[config.mk]
export PLATFORM = sky130hd
export DESIGN_NAME = uart_tx_buf
export DESIGN_NICKNAME = d
export VERILOG_FILES = /design/src/rtl/uart_tx_buf.sv
export SDC_FILE = /design/constraint.sdc
export NUM_CORES = 1
export LEC_CHECK = 0
export BUFFER_PORTS_ARGS = -buffer_cell sky130_fd_sc_hd__clkbuf_2
export CORE_ASPECT_RATIO = 1.75
export CORE_UTILIZATION = 60
export CTS_CLUSTER_SIZE = 20
export DETAILED_ROUTE_END_ITERATION = 6
export GPL_TIMING_DRIVEN = 0
export PLACE_DENSITY = 0.77
export SLEW_MARGIN = 25
export SYNTH_ARGS = -nofsm -noshare
export SYNTH_HDL_FRONTEND = slang
export SYNTH_SLANG_ARGS = --single-unit
[constraint.sdc]
create_clock -name clk -period 2.95 [get_ports clk]
set_input_delay 0.295 -clock clk [delete_from_list [all_inputs] [get_ports clk]]
set_output_delay 0.295 -clock clk [all_outputs]
set_load 0.01 [all_outputs]
[src/rtl/uart_tx_buf.sv]
// UART transmitter with a byte FIFO front end: never stalls the writer, drops on full (sticky overflow).
// Define UART_TX_PARITY_EN to add an even-parity bit (8E1); default build sends 8N1.
module uart_tx_buf #(
  parameter int CLKS_PER_BIT = 434,
  parameter int DEPTH_LOG2   = 4
) (
  input  logic       clk,
  input  logic       rst_n,
  input  logic       wrreq,
  input  logic [7:0] wr_data,
  output logic       tx,
  output logic       full,
  output logic       empty,
  output logic       busy,
  output logic       overflow
);

  localparam int DEPTH  = 1 << DEPTH_LOG2;
  localparam int BAUD_W = $clog2(CLKS_PER_BIT);
  localparam logic [BAUD_W-1:0]     BAUD_LAST = BAUD_W'(CLKS_PER_BIT - 1);
  localparam logic [DEPTH_LOG2:0]   PTR_ONE   = (DEPTH_LOG2 + 1)'(1);

  typedef enum logic [2:0] {
    IDLE,
    START,
    DATA,
`ifdef UART_TX_PARITY_EN
    PARITY,
`endif
    STOP
  } state_t;

  // ---------------------------------------------------------------- FIFO
  logic [7:0]          mem [DEPTH];
  logic [DEPTH_LOG2:0] wr_ptr, rd_ptr;
  logic                push, pop;
  logic [7:0]          head;

  // Extra pointer MSB tells full (MSBs differ) from empty (pointers equal).
  assign empty = (wr_ptr == rd_ptr);
  assign full  = (wr_ptr[DEPTH_LOG2] != rd_ptr[DEPTH_LOG2]) &&
                 (wr_ptr[DEPTH_LOG2-1:0] == rd_ptr[DEPTH_LOG2-1:0]);
  assign push  = wrreq && !full;
  assign head  = mem[rd_ptr[DEPTH_LOG2-1:0]];

  // NOTE: storage is deliberately not reset; the pointers alone decide which entries are valid.
  always_ff @(posedge clk) begin
    if (push) mem[wr_ptr[DEPTH_LOG2-1:0]] <= wr_data;
  end

  // NOTE: sequential state uses <= so every register samples pre-edge values regardless of statement order.
  always_ff @(posedge clk) begin
    if (!rst_n) begin
      wr_ptr   <= '0;
      rd_ptr   <= '0;
      overflow <= 1'b0;
    end else begin
      if (push)          wr_ptr   <= wr_ptr + PTR_ONE;
      if (pop)           rd_ptr   <= rd_ptr + PTR_ONE;
      if (wrreq && full) overflow <= 1'b1;
    end
  end

  // ---------------------------------------------------------------- serializer
  state_t            state_q, state_d;
  logic [BAUD_W-1:0] baud_q, baud_d;
  logic [2:0]        bit_q, bit_d;
  logic [7:0]        shift_q, shift_d;
  logic              tx_q, tx_d;
  logic              baud_last;
`ifdef UART_TX_PARITY_EN
  logic              parity_q, parity_d;
`endif

  assign baud_last = (baud_q == BAUD_LAST);
  assign busy      = (state_q != IDLE);
  assign tx        = tx_q;

  // NOTE: every signal gets a default before the case so no path leaves one unassigned (no latches).
  always_comb begin
    state_d = state_q;
    baud_d  = baud_last ? '0 : baud_q + BAUD_W'(1);
    bit_d   = bit_q;
    shift_d = shift_q;
    tx_d    = tx_q;
    pop     = 1'b0;
    case (state_q)
      IDLE: begin
        tx_d   = 1'b1;
        baud_d = '0;
        if (!empty) begin
          pop     = 1'b1;
          tx_d    = 1'b0;
          state_d = START;
        end
      end
      START: if (baud_last) begin
        state_d = DATA;
        tx_d    = shift_q[0];
      end
      DATA: if (baud_last) begin
        if (bit_q == 3'd7) begin
`ifdef UART_TX_PARITY_EN
          state_d = PARITY;
          tx_d    = parity_q;
`else
          state_d = STOP;
          tx_d    = 1'b1;
`endif
        end else begin
          shift_d = shift_q >> 1;
          bit_d   = bit_q + 3'd1;
          tx_d    = shift_q[1];
        end
      end
`ifdef UART_TX_PARITY_EN
      PARITY: if (baud_last) begin
        state_d = STOP;
        tx_d    = 1'b1;
      end
`endif
      STOP: if (baud_last) begin
        // Back-to-back: pop on the last stop cycle so the next start bit follows immediately.
        if (!empty) begin
          pop     = 1'b1;
          tx_d    = 1'b0;
          state_d = START;
        end else begin
          tx_d    = 1'b1;
          state_d = IDLE;
        end
      end
      default: begin
        tx_d    = 1'b1;
        state_d = IDLE;
      end
    endcase
    if (pop) begin
      shift_d = head;
      bit_d   = 3'd0;
      baud_d  = '0;
    end
`ifdef UART_TX_PARITY_EN
    parity_d = pop ? ^head : parity_q;
`endif
  end

  always_ff @(posedge clk) begin
    if (!rst_n) begin
      state_q  <= IDLE;
      baud_q   <= '0;
      bit_q    <= 3'd0;
      shift_q  <= 8'd0;
      tx_q     <= 1'b1;
`ifdef UART_TX_PARITY_EN
      parity_q <= 1'b0;
`endif
    end else begin
      state_q  <= state_d;
      baud_q   <= baud_d;
      bit_q    <= bit_d;
      shift_q  <= shift_d;
      tx_q     <= tx_d;
`ifdef UART_TX_PARITY_EN
      parity_q <= parity_d;
`endif
    end
  end

endmodule
==> results of run 1 <==
==> synth_stat cells, drive strengths merged (2+ instances only) <==
master / n
o21a: 2
xor2: 10
xnor2: 7
edfxtp: 128
nand4: 2
a31oi: 7
mux4: 32
dfxtp: 38
o21ai: 10
and3: 15
nor3: 2
ha: 13
and2: 8
buf: 14
mux2i: 10
nand2b: 5
nor2b: 10
clkbuf: 5
nand2: 14
inv: 9
a21oi: 5
mux2: 7
nand3: 8
a22oi: 16
nor2: 16
==> flip-flops by register name (all words and copies together), names as in the netlist, named ones only <==
signal,count
bit_q,3
state_q,2
baud_q,9
tx,1
overflow,1
wr_ptr,5
mem,128
rd_ptr,5
shift_q,8
==> report_power, final <==
part | switching [mW] | leakage, nW | internal (mW)
clock | 0.922 | 0.276 | 1.18
combinational | 0.598 | 0.922 | 0.473
sequential | 0.0651 | 1.47 | 2.62
==> routing by layer <==
layer / vias up / routed length, um / track usage [%]
met2: 125 / 7220 / 44.9
li1: 1653 / - / -
met1: 1821 / 4820 / 27.2
met4: 0 / 434 / 10.3
met5: - / 0 / 0
met3: 26 / 588 / 5.77
==> cells by family after synthesis <==
family | share of synthesized area, %
adder cells (fa/ha/maj) | 2.41
flip-flops | 68.1
multiplexers | 13.3
XOR/XNOR | 2.20
AND/OR/NAND/NOR | 7.29
AO/OA/AOI/OAI | 4.83
buffers and inverters | 1.83
==> critical path: stages (launching register included) <==
cell and delay, ns:
dfxtp_1 0.31, buf_2 0.22, xor2_1 0.28, nor4_4 0.11, a21oi_2 0.35, clkbuf_1 0.35
and3_1 0.50
==> through the flow <==
step	instance area (um2)	util (%)
2_1_floorplan	6760	-
3_3_place_gp	7000	64.6
3_5_place_dp	7010	64.7
4_1_cts	7570	69.9
5_1_grt	7570	69.9
6_report	7570	69.9
==> area by class of cell <==
| class | count | area (um2) | area share, % |
|---|---|---|---|
| Sequential cell | 166 | 4600 | 60.8 |
| Multi-Input combinational cell | 212 | 2040 | 26.9 |
| Clock buffer | 17 | 425 | 5.62 |
| Tap cell | 130 | 163 | 2.15 |
| Clock inverter | 14 | 138 | 1.82 |
| Buffer | 19 | 90.1 | 1.19 |
| Timing Repair Buffer | 15 | 75.1 | 0.992 |
| Inverter | 9 | 33.8 | 0.446 |
==> path summary, 6_finish.rpt <==
kind	startpoint	to	slack, ns	cells after the start
worst min register to register	baud_q[0]	baud_q[0]	0.46	1
worst max-delay path	wr_ptr[3]	mem[14][6]	0.46	6
worst min-delay path	wrreq	overflow	0.18	3
worst max register to register	wr_ptr[3]	mem[14][6]	0.46	6
==> impl_metrics.env, run 1 <==
export IMPL_nFillCells=723
export IMPL_synth_area_top_cells="edfxtp_1 (57%), dfxtp_1 (11%), mux4_2 (11%)"
export IMPL_core_area_um2=10800
export IMPL_post_cts_setup_buffers=0
export IMPL_root_buffer="clkbuf_16"
export IMPL_start_util_pct=62.5
export IMPL_dp_cells=551
export IMPL_clock_latency_ns=0.43
export IMPL_vdd_drop_max_uv=619
export IMPL_io_pins=16
export IMPL_area_delta_synth_final_pct=12.0
export IMPL_tns_ns=0
export IMPL_critPathKind="flip-flop to flip-flop"
export IMPL_grt_pass1_wl_um=20000
export IMPL_period_needed_ns=2.49
export IMPL_synth_area_per_cell_um2=16.6
export IMPL_drt_total_wl_um=13100
export IMPL_drv_cap=0
export IMPL_drc_errors=0
export IMPL_fmax_ghz=0.402
export IMPL_ctsResizeCount=0
export IMPL_synthFlopType="edfxtp_1"
export IMPL_drive_gt1_share_pct=20.8
export IMPL_cts_tree="yes"
export IMPL_synthesis_nets=430
export IMPL_die_w_um=82.2
export IMPL_cts_clk_slew_worst_paths_ns=0.07
export IMPL_finClkSkew_ns=0.0116
export IMPL_hold_viol=0
export IMPL_cp_start_kind="flip-flop"
export IMPL_final_nets=464
export IMPL_grt_pass1_vias=3766
export IMPL_num_rows=50
export IMPL_synth_warnings=0
export IMPL_netlist_area_um2=6760
export IMPL_via_per_inst=6.23
export IMPL_clock_sinks=166
export IMPL_finalNonFillerCells=582
export IMPL_diodes=0
export IMPL_fin_crit_sh_pct=84.3
export IMPL_grt_overflow=0
export IMPL_final_common_cell="edfxtp_1"
export IMPL_holdBufCountCts=0
export IMPL_power_leakage_nw=2.66
export IMPL_first_iter_violations=291
export IMPL_grt_max_degree=17
export IMPL_cp_required_ns=3.02
export IMPL_end_kind="flip-flop"
export IMPL_hpwl_um=9100
export IMPL_cts_inserted_buffers=17
export IMPL_total_power_mw=5.86
export IMPL_io_buffers=15
export IMPL_setup_viol=0
export IMPL_cts_max_level=4
export IMPL_worst_pin_slew_ns=0.805
export IMPL_synth_area_leader_cell="edfxtp_1"
export IMPL_antenna_found_initial=0
export IMPL_num_vias=3625
export IMPL_ys_types=45
export IMPL_maxSlewViolCount=0
export IMPL_final_cell_mix="edfxtp_1 (128), dfxtp_1 (38), mux4_2 (32)"
export IMPL_die_area_um2=11700
export IMPL_die_height_um=142
export IMPL_yosysTopAreaCellShare_pct=56.9
export IMPL_synth_edf_count=128
export IMPL_wl_per_cell_um=22.4
export IMPL_p_per_area_nw_per_um2=774
export IMPL_relSlewSlack_pct=46.2
export IMPL_ys_seq_area_share_pct=68.1
export IMPL_first_pass_iters=5
export IMPL_gp_congestion=0.821
export IMPL_dp_slack_ns=0.511
export IMPL_synth_seq_cells=166
export IMPL_hold_path_class="primary input to flip-flop"
export IMPL_crit_arrival_ns=2.56
export IMPL_status="finished, final reports clean"
export IMPL_syn_inst=406
export IMPL_rsz0062_at_grt="false"
export IMPL_async_flop_share_pct=0
export IMPL_layout_setup_ws_ns=0.462
export IMPL_antenna_left=0
export IMPL_hold_ws_ns=0.179
export IMPL_critPathMaxFanout=10
export IMPL_grt_total_usage_pct=24.9
export IMPL_ctsLongestPathBuffers=2
(Power assumes the default switching activity.)
==> inputs of run 2 (changes only) <==
==> constraint.sdc (replaced) <==
create_clock -name clk -period 2.3 [get_ports clk]
set_input_delay 0.23 -clock clk [delete_from_list [all_inputs] [get_ports clk]]
set_output_delay 0.23 -clock clk [all_outputs]
set_load 0.01 [all_outputs]
==> impl_metrics.env, run 2 (synthesis gave the netlist of run 1 again) <==
export IMPL_final_nets=465
export IMPL_die_height_um=142
export IMPL_net_switching_power_mw=2.05
export IMPL_first_pass_iters=5
export IMPL_io_pins=16
export IMPL_die_w_um=82.2
export IMPL_wl_per_cell_um=22.7
export IMPL_swShare_pct=27.2
export IMPL_diodes=0
export IMPL_hold_viol=0
export IMPL_final_cell_mix="edfxtp_1 (128), dfxtp_1 (38), mux4_2 (32)"
export IMPL_cts_inserted_buffers=17
export IMPL_largest_reg_flops=128
export IMPL_crit_cells=5
export IMPL_fin_crit_sh_pct=96.5
export IMPL_worstPathCellList="clkbuf_1 > clkbuf_4 > mux4_2 > a22oi_1 > a31oi_1"
export IMPL_utilization_pct=70.4
export IMPL_worst_path_buf_inv=2
export IMPL_antenna_left=0
export IMPL_cts_clk_slew_worst_paths_ns=0.06
export IMPL_crit_family="buffers and inverters"
export IMPL_drive_gt1_share_pct=23.8
export IMPL_grt_pass1_vias=3767
export IMPL_via_per_inst=6.28
export IMPL_clock_power_share_pct=35.7
export IMPL_drc_errors=0
export IMPL_critPathSlowestCell="mux4_2"
export IMPL_combinationalPowerShare_pct=18.7
export IMPL_cp_endpoint="shift_q[3]"
export IMPL_holdBufCountCts=0
export IMPL_period_needed_ns=2.22
export IMPL_hold_ws_ns=0.117
export IMPL_clock_latency_ns=0.43
export IMPL_clock_sinks=166
export IMPL_p_per_area_nw_per_um2=992
export IMPL_power_leakage_nw=2.66
export IMPL_r2r_cells=5
export IMPL_fmax_ghz=0.451
export IMPL_io_buffers=15
export IMPL_grt_total_usage_pct=25.1
export IMPL_grt_pass1_wl_um=20200
export IMPL_cp_start_kind="flip-flop"
export IMPL_crit_path_max_incr_delay_ns=0.55
export IMPL_worst_pin_slew_ns=0.734
export IMPL_final_common_cell="edfxtp_1"
export IMPL_cts_max_level=4
export IMPL_cts_tree="yes"
export IMPL_vdd_drop_max_uv=820
export IMPL_crit_arrival_ns=2.51
export IMPL_critPathKind="flip-flop to flip-flop"
export IMPL_finClkSkew_ns=0.0118
export IMPL_drv_cap=0
export IMPL_area_delta_synth_final_pct=12.7
export IMPL_die_area_um2=11700
export IMPL_end_kind="flip-flop"
export IMPL_num_vias=3660
export IMPL_core_area_um2=10800
export IMPL_grt_max_degree=17
export IMPL_rsz0062_at_grt="true"
export IMPL_rrSetupSlack_ns=0.08
export IMPL_root_buffer="clkbuf_16"
export IMPL_total_power_mw=7.56
export IMPL_hpwl_um=9100
export IMPL_grt_overflow=0
export IMPL_antenna_found_initial=0
export IMPL_setup_viol=0
export IMPL_status="finished, final reports clean"
export IMPL_relSlewSlack_pct=51.1
export IMPL_timing_rr_end="shift_q[3]"
export IMPL_power_frac_seq_pct=45.6
export IMPL_critPathMaxFanout=10
export IMPL_ctsLongestPathBuffers=2
export IMPL_cp_required_ns=2.59
export IMPL_drt_total_wl_um=13200
export IMPL_gp_congestion=0.821
export IMPL_start_util_pct=62.5
export IMPL_num_rows=50
export IMPL_maxSlewViolCount=0
export IMPL_hold_path_class="primary input to flip-flop"
export IMPL_first_iter_violations=255
export IMPL_p_int_mw=5.50
-- run 2: changes by cell type in the layout (fill, tap and decap cells not counted), sizes merged --
cell    before  now
clkbuf      37   39
buf         14   13
-- run 2: power by group through the flow --
stage | Sequential [mW] | Combinational [mW] | Clock (mW)
CTS | 3.44 | 1.38 | 2.71
finish | 3.44 | 1.41 | 2.70
global route | 3.46 | 1.55 | 2.82
detailed placement | 3.51 | 1.37 | 0
global placement | 3.50 | 1.32 | 0
floorplan | 3.48 | 1.02 | 0
-- run 2: worst min-delay path by stage --
stage	startpoint	to	depth (start not counted)
finish	wrreq	overflow	3
global route	wrreq	overflow	3
CTS	wrreq	overflow	3
detailed placement	baud_q[0]	baud_q[0]	1
global placement	baud_q[0]	baud_q[0]	1
floorplan	wr_data[0]	mem[0][0]	0
-- run 2: area by class of cell --
cell class              count  area (um2)
plain buffers              19        98.8
clock buffers              17         425
clock inverters            14         138
fillers                   717        3210
inverters                   9        33.8
multi-input cells         212        2070
flip-flops and latches    166        4600
well taps                 130         163
repair buffers             16        82.6
-- run 2: routing by layer --
layer	GRT usage, %	share of wire, %	routed length (um)	up-vias
met5	0	0	0	-
met1	28.1	37	4890	1864
li1	-	-	-	1653
met4	9.88	3.2	427	0
met3	5.32	4.5	595	26
met2	45.2	55	7300	117
-- run 2: worst min-delay path: cells and delay by family --
kind,cells,cell delay [ns]
simple gates,1,0.09
buf+inv,1,0.11
compound gates,1,0.07
-- run 2: repair_timing --
| action | in CTS | in global routing |
|---|---|---|
| gates cloned | 0 | 0 |
| endpoints found under the setup margin | 89 | 91 |
| setup buffers | 0 | 1 |
| resized for setup | 13 | 5 |
| pin swaps | 0 | 1 |
-- run 2: stage by stage --
| step | instances | setup TNS [ns] | cell area, um2 | setup WS [ns] |
|---|---|---|---|---|
| after floorplan | 406 | 0 | 6760 | 0.210 |
| after global placement | 551 | -3.50 | 7000 | -0.357 |
| after detailed placement | 551 | -9.43 | 7010 | -0.139 |
| after CTS | 582 | 0 | 7590 | 0.00262 |
| after global routing | 583 | -0.115 | 7620 | -0.0608 |
| final | 583 | 0 | 7620 | 0.0807 |
==> inputs of run 3 (changes only) <==
--- a/config.mk
+++ b/config.mk
@@ -12,6 +12,7 @@
 export DETAILED_ROUTE_END_ITERATION = 6
 export GPL_TIMING_DRIVEN = 0
 export PLACE_DENSITY = 0.77
+export REMOVE_ABC_BUFFERS = 1
 export SLEW_MARGIN = 25
 export SYNTH_ARGS = -nofsm -noshare
 export SYNTH_HDL_FRONTEND = slang
==> constraint.sdc (replaced) <==
create_clock -name clk -period 2.3 [get_ports clk]
set_input_delay 0.46 -clock clk [delete_from_list [all_inputs] [get_ports clk]]
set_output_delay 0.46 -clock clk [all_outputs]
set_load 0.01 [all_outputs]
==> impl_metrics.env, run 3 (synthesis gave the netlist of run 1 again) <==
export IMPL_drt_total_wl_um=12300
export IMPL_clock_sinks=166
export IMPL_finClkSkew_ns=0.0237
export IMPL_layout_setup_ws_ns=-0.0285
export IMPL_largest_reg_flops=128
export IMPL_status="complete, but fails checks"
export IMPL_num_rows=50
export IMPL_cts_clk_slew_worst_paths_ns=0.07
export IMPL_dp_slack_ns=-0.0854
export IMPL_drc_errors=0
export IMPL_rsz0062_at_grt="true"
export IMPL_critPathMaxFanout=6
export IMPL_worstPathCellList="xor2_1 > nor4_4 > and2_4 > clkbuf_8"
export IMPL_hold_path_class="primary input to flip-flop"
export IMPL_fmax_ghz=0.429
export IMPL_relSlewSlack_pct=32.0
export IMPL_hold_viol=0
export IMPL_diodes=0
export IMPL_io_buffers=15
export IMPL_critPathKind="flip-flop to output pin"
export IMPL_hpwl_um=8110
export IMPL_gp_congestion=0.721
export IMPL_antenna_found_initial=0
export IMPL_num_vias=3527
export IMPL_setup_viol=2
export IMPL_final_cell_mix="edfxtp_1 (128), mux4_2 (32), dfxtp_1 (30)"
export IMPL_cts_inserted_buffers=17
export IMPL_clock_latency_ns=0.44
export IMPL_cp_start_kind="flip-flop"
export IMPL_place_area_um2=6940
export IMPL_design_area_um2=7650
export IMPL_drive_gt1_share_pct=26.5
export IMPL_tns_ns=-0.0288
export IMPL_core_area_um2=10800
export IMPL_hold_ws_ns=0.346
export IMPL_crit_path_max_incr_delay_ns=0.54
export IMPL_drv_cap=0
export IMPL_grt_max_degree=34
export IMPL_antenna_left=0
export IMPL_grt_total_usage_pct=23.7
export IMPL_power_leakage_nw=2.66
export IMPL_final_common_cell="edfxtp_1"
export IMPL_die_height_um=142
export IMPL_die_w_um=82.2
export IMPL_worst_pin_slew_ns=1.02
export IMPL_die_area_um2=11700
export IMPL_ctsLongestPathBuffers=2
export IMPL_vdd_drop_max_uv=776
export IMPL_cts_max_level=4
export IMPL_crit_arrival_ns=1.87
export IMPL_final_nets=452
export IMPL_fin_crit_sh_pct=101
export IMPL_start_util_pct=62.5
export IMPL_first_pass_iters=4
export IMPL_p_per_area_nw_per_um2=1010
export IMPL_period_needed_ns=2.33
export IMPL_first_iter_violations=190
export IMPL_maxSlewViolCount=0
export IMPL_io_pins=16
export IMPL_cts_tree="yes"
export IMPL_grt_pass1_vias=3749
export IMPL_violations="negative setup slack"
export IMPL_via_per_inst=6.18
export IMPL_grt_pass1_wl_um=19000
export IMPL_root_buffer="clkbuf_16"
export IMPL_critPathSlowestCell="nor4_4"
export IMPL_holdBufCountCts=0
export IMPL_cp_required_ns=1.84
export IMPL_end_kind="output pin"
export IMPL_area_delta_synth_final_pct=13.2
export IMPL_grt_overflow=0
export IMPL_utilization_pct=70.7
export IMPL_wl_per_cell_um=21.6
[run 3: changes by cell type in the layout (fill, tap and decap cells not counted), moves of 2 or more]
cell / change
and3_2: +4
dfxtp_2: +5
dfxtp_4: +3
buf_12: +2
clkinv_2: -3
clkbuf_4: -2
buf_2: -3
buf_1: -6
inv_8: +3
dfxtp_1: -8
clkbuf_1: -4
and3_1: -4
clkbuf_2: -2
[run 3: final cells by class]
cell class | count | area, um2
Sequential cell | 166 | 4620
Fill cell | 678 | 3170
Multi-Input combinational cell | 213 | 2080
Clock buffer | 17 | 425
Clock inverter | 15 | 173
Tap cell | 130 | 163
Timing Repair Buffer | 21 | 154
Inverter | 9 | 33.8
[run 3: report_power, final]
| group | internal (mW) | switching (mW) | total [mW] |
|---|---|---|---|
| combinational | 0.660 | 0.675 | 1.33 |
| clock | 1.56 | 1.28 | 2.84 |
| sequential | 3.36 | 0.178 | 3.54 |
[run 3: worst max-delay path, delay by kind of cell (launching register included)]
kind | cells | cell delay (ns)
AND/OR/NAND/NOR | 2 | 0.79
flip-flops | 1 | 0.35
XOR/XNOR | 1 | 0.18
buffers and inverters | 1 | 0.12
[run 3: metal layers]
metal / part of all wire, % / GRT usage, % / vias up / wire length [um]
li1: - / - / 1633 / -
met3: 3.3 / 7.05 / 15 / 408
met4: 1.3 / 9.23 / 0 / 162
met2: 58 / 42.8 / 83 / 7130
met5: 0 / 0 / - / 0
met1: 38 / 25.1 / 1796 / 4620
[run 3: worst paths after layout]
kind / startpoint / endpoint / slack [ns] / cells after the start
worst max-delay path: wr_ptr[1] / full / -0.03 / 4
worst min-delay path: wrreq / overflow / 0.35 / 3
worst max register to register: rd_ptr[2] / mem[2][7] / 0.15 / 4
worst min register to register: baud_q[0] / baud_q[0] / 0.48 / 1
[run 3: repair_timing]
action	CTS	global route
resized for setup	11	15
endpoints found under the hold margin	0	0
setup endpoints to repair	114	117
pin swaps	4	1
buffers inserted	4	1
cloned	1	0
[run 3: metrics by stage]
step	total power [mW]	instances
floorplan	4.44	387
global route	8.00	571
finish	7.71	571
CTS	7.67	570
global placement	4.75	532
detailed placement	4.80	533
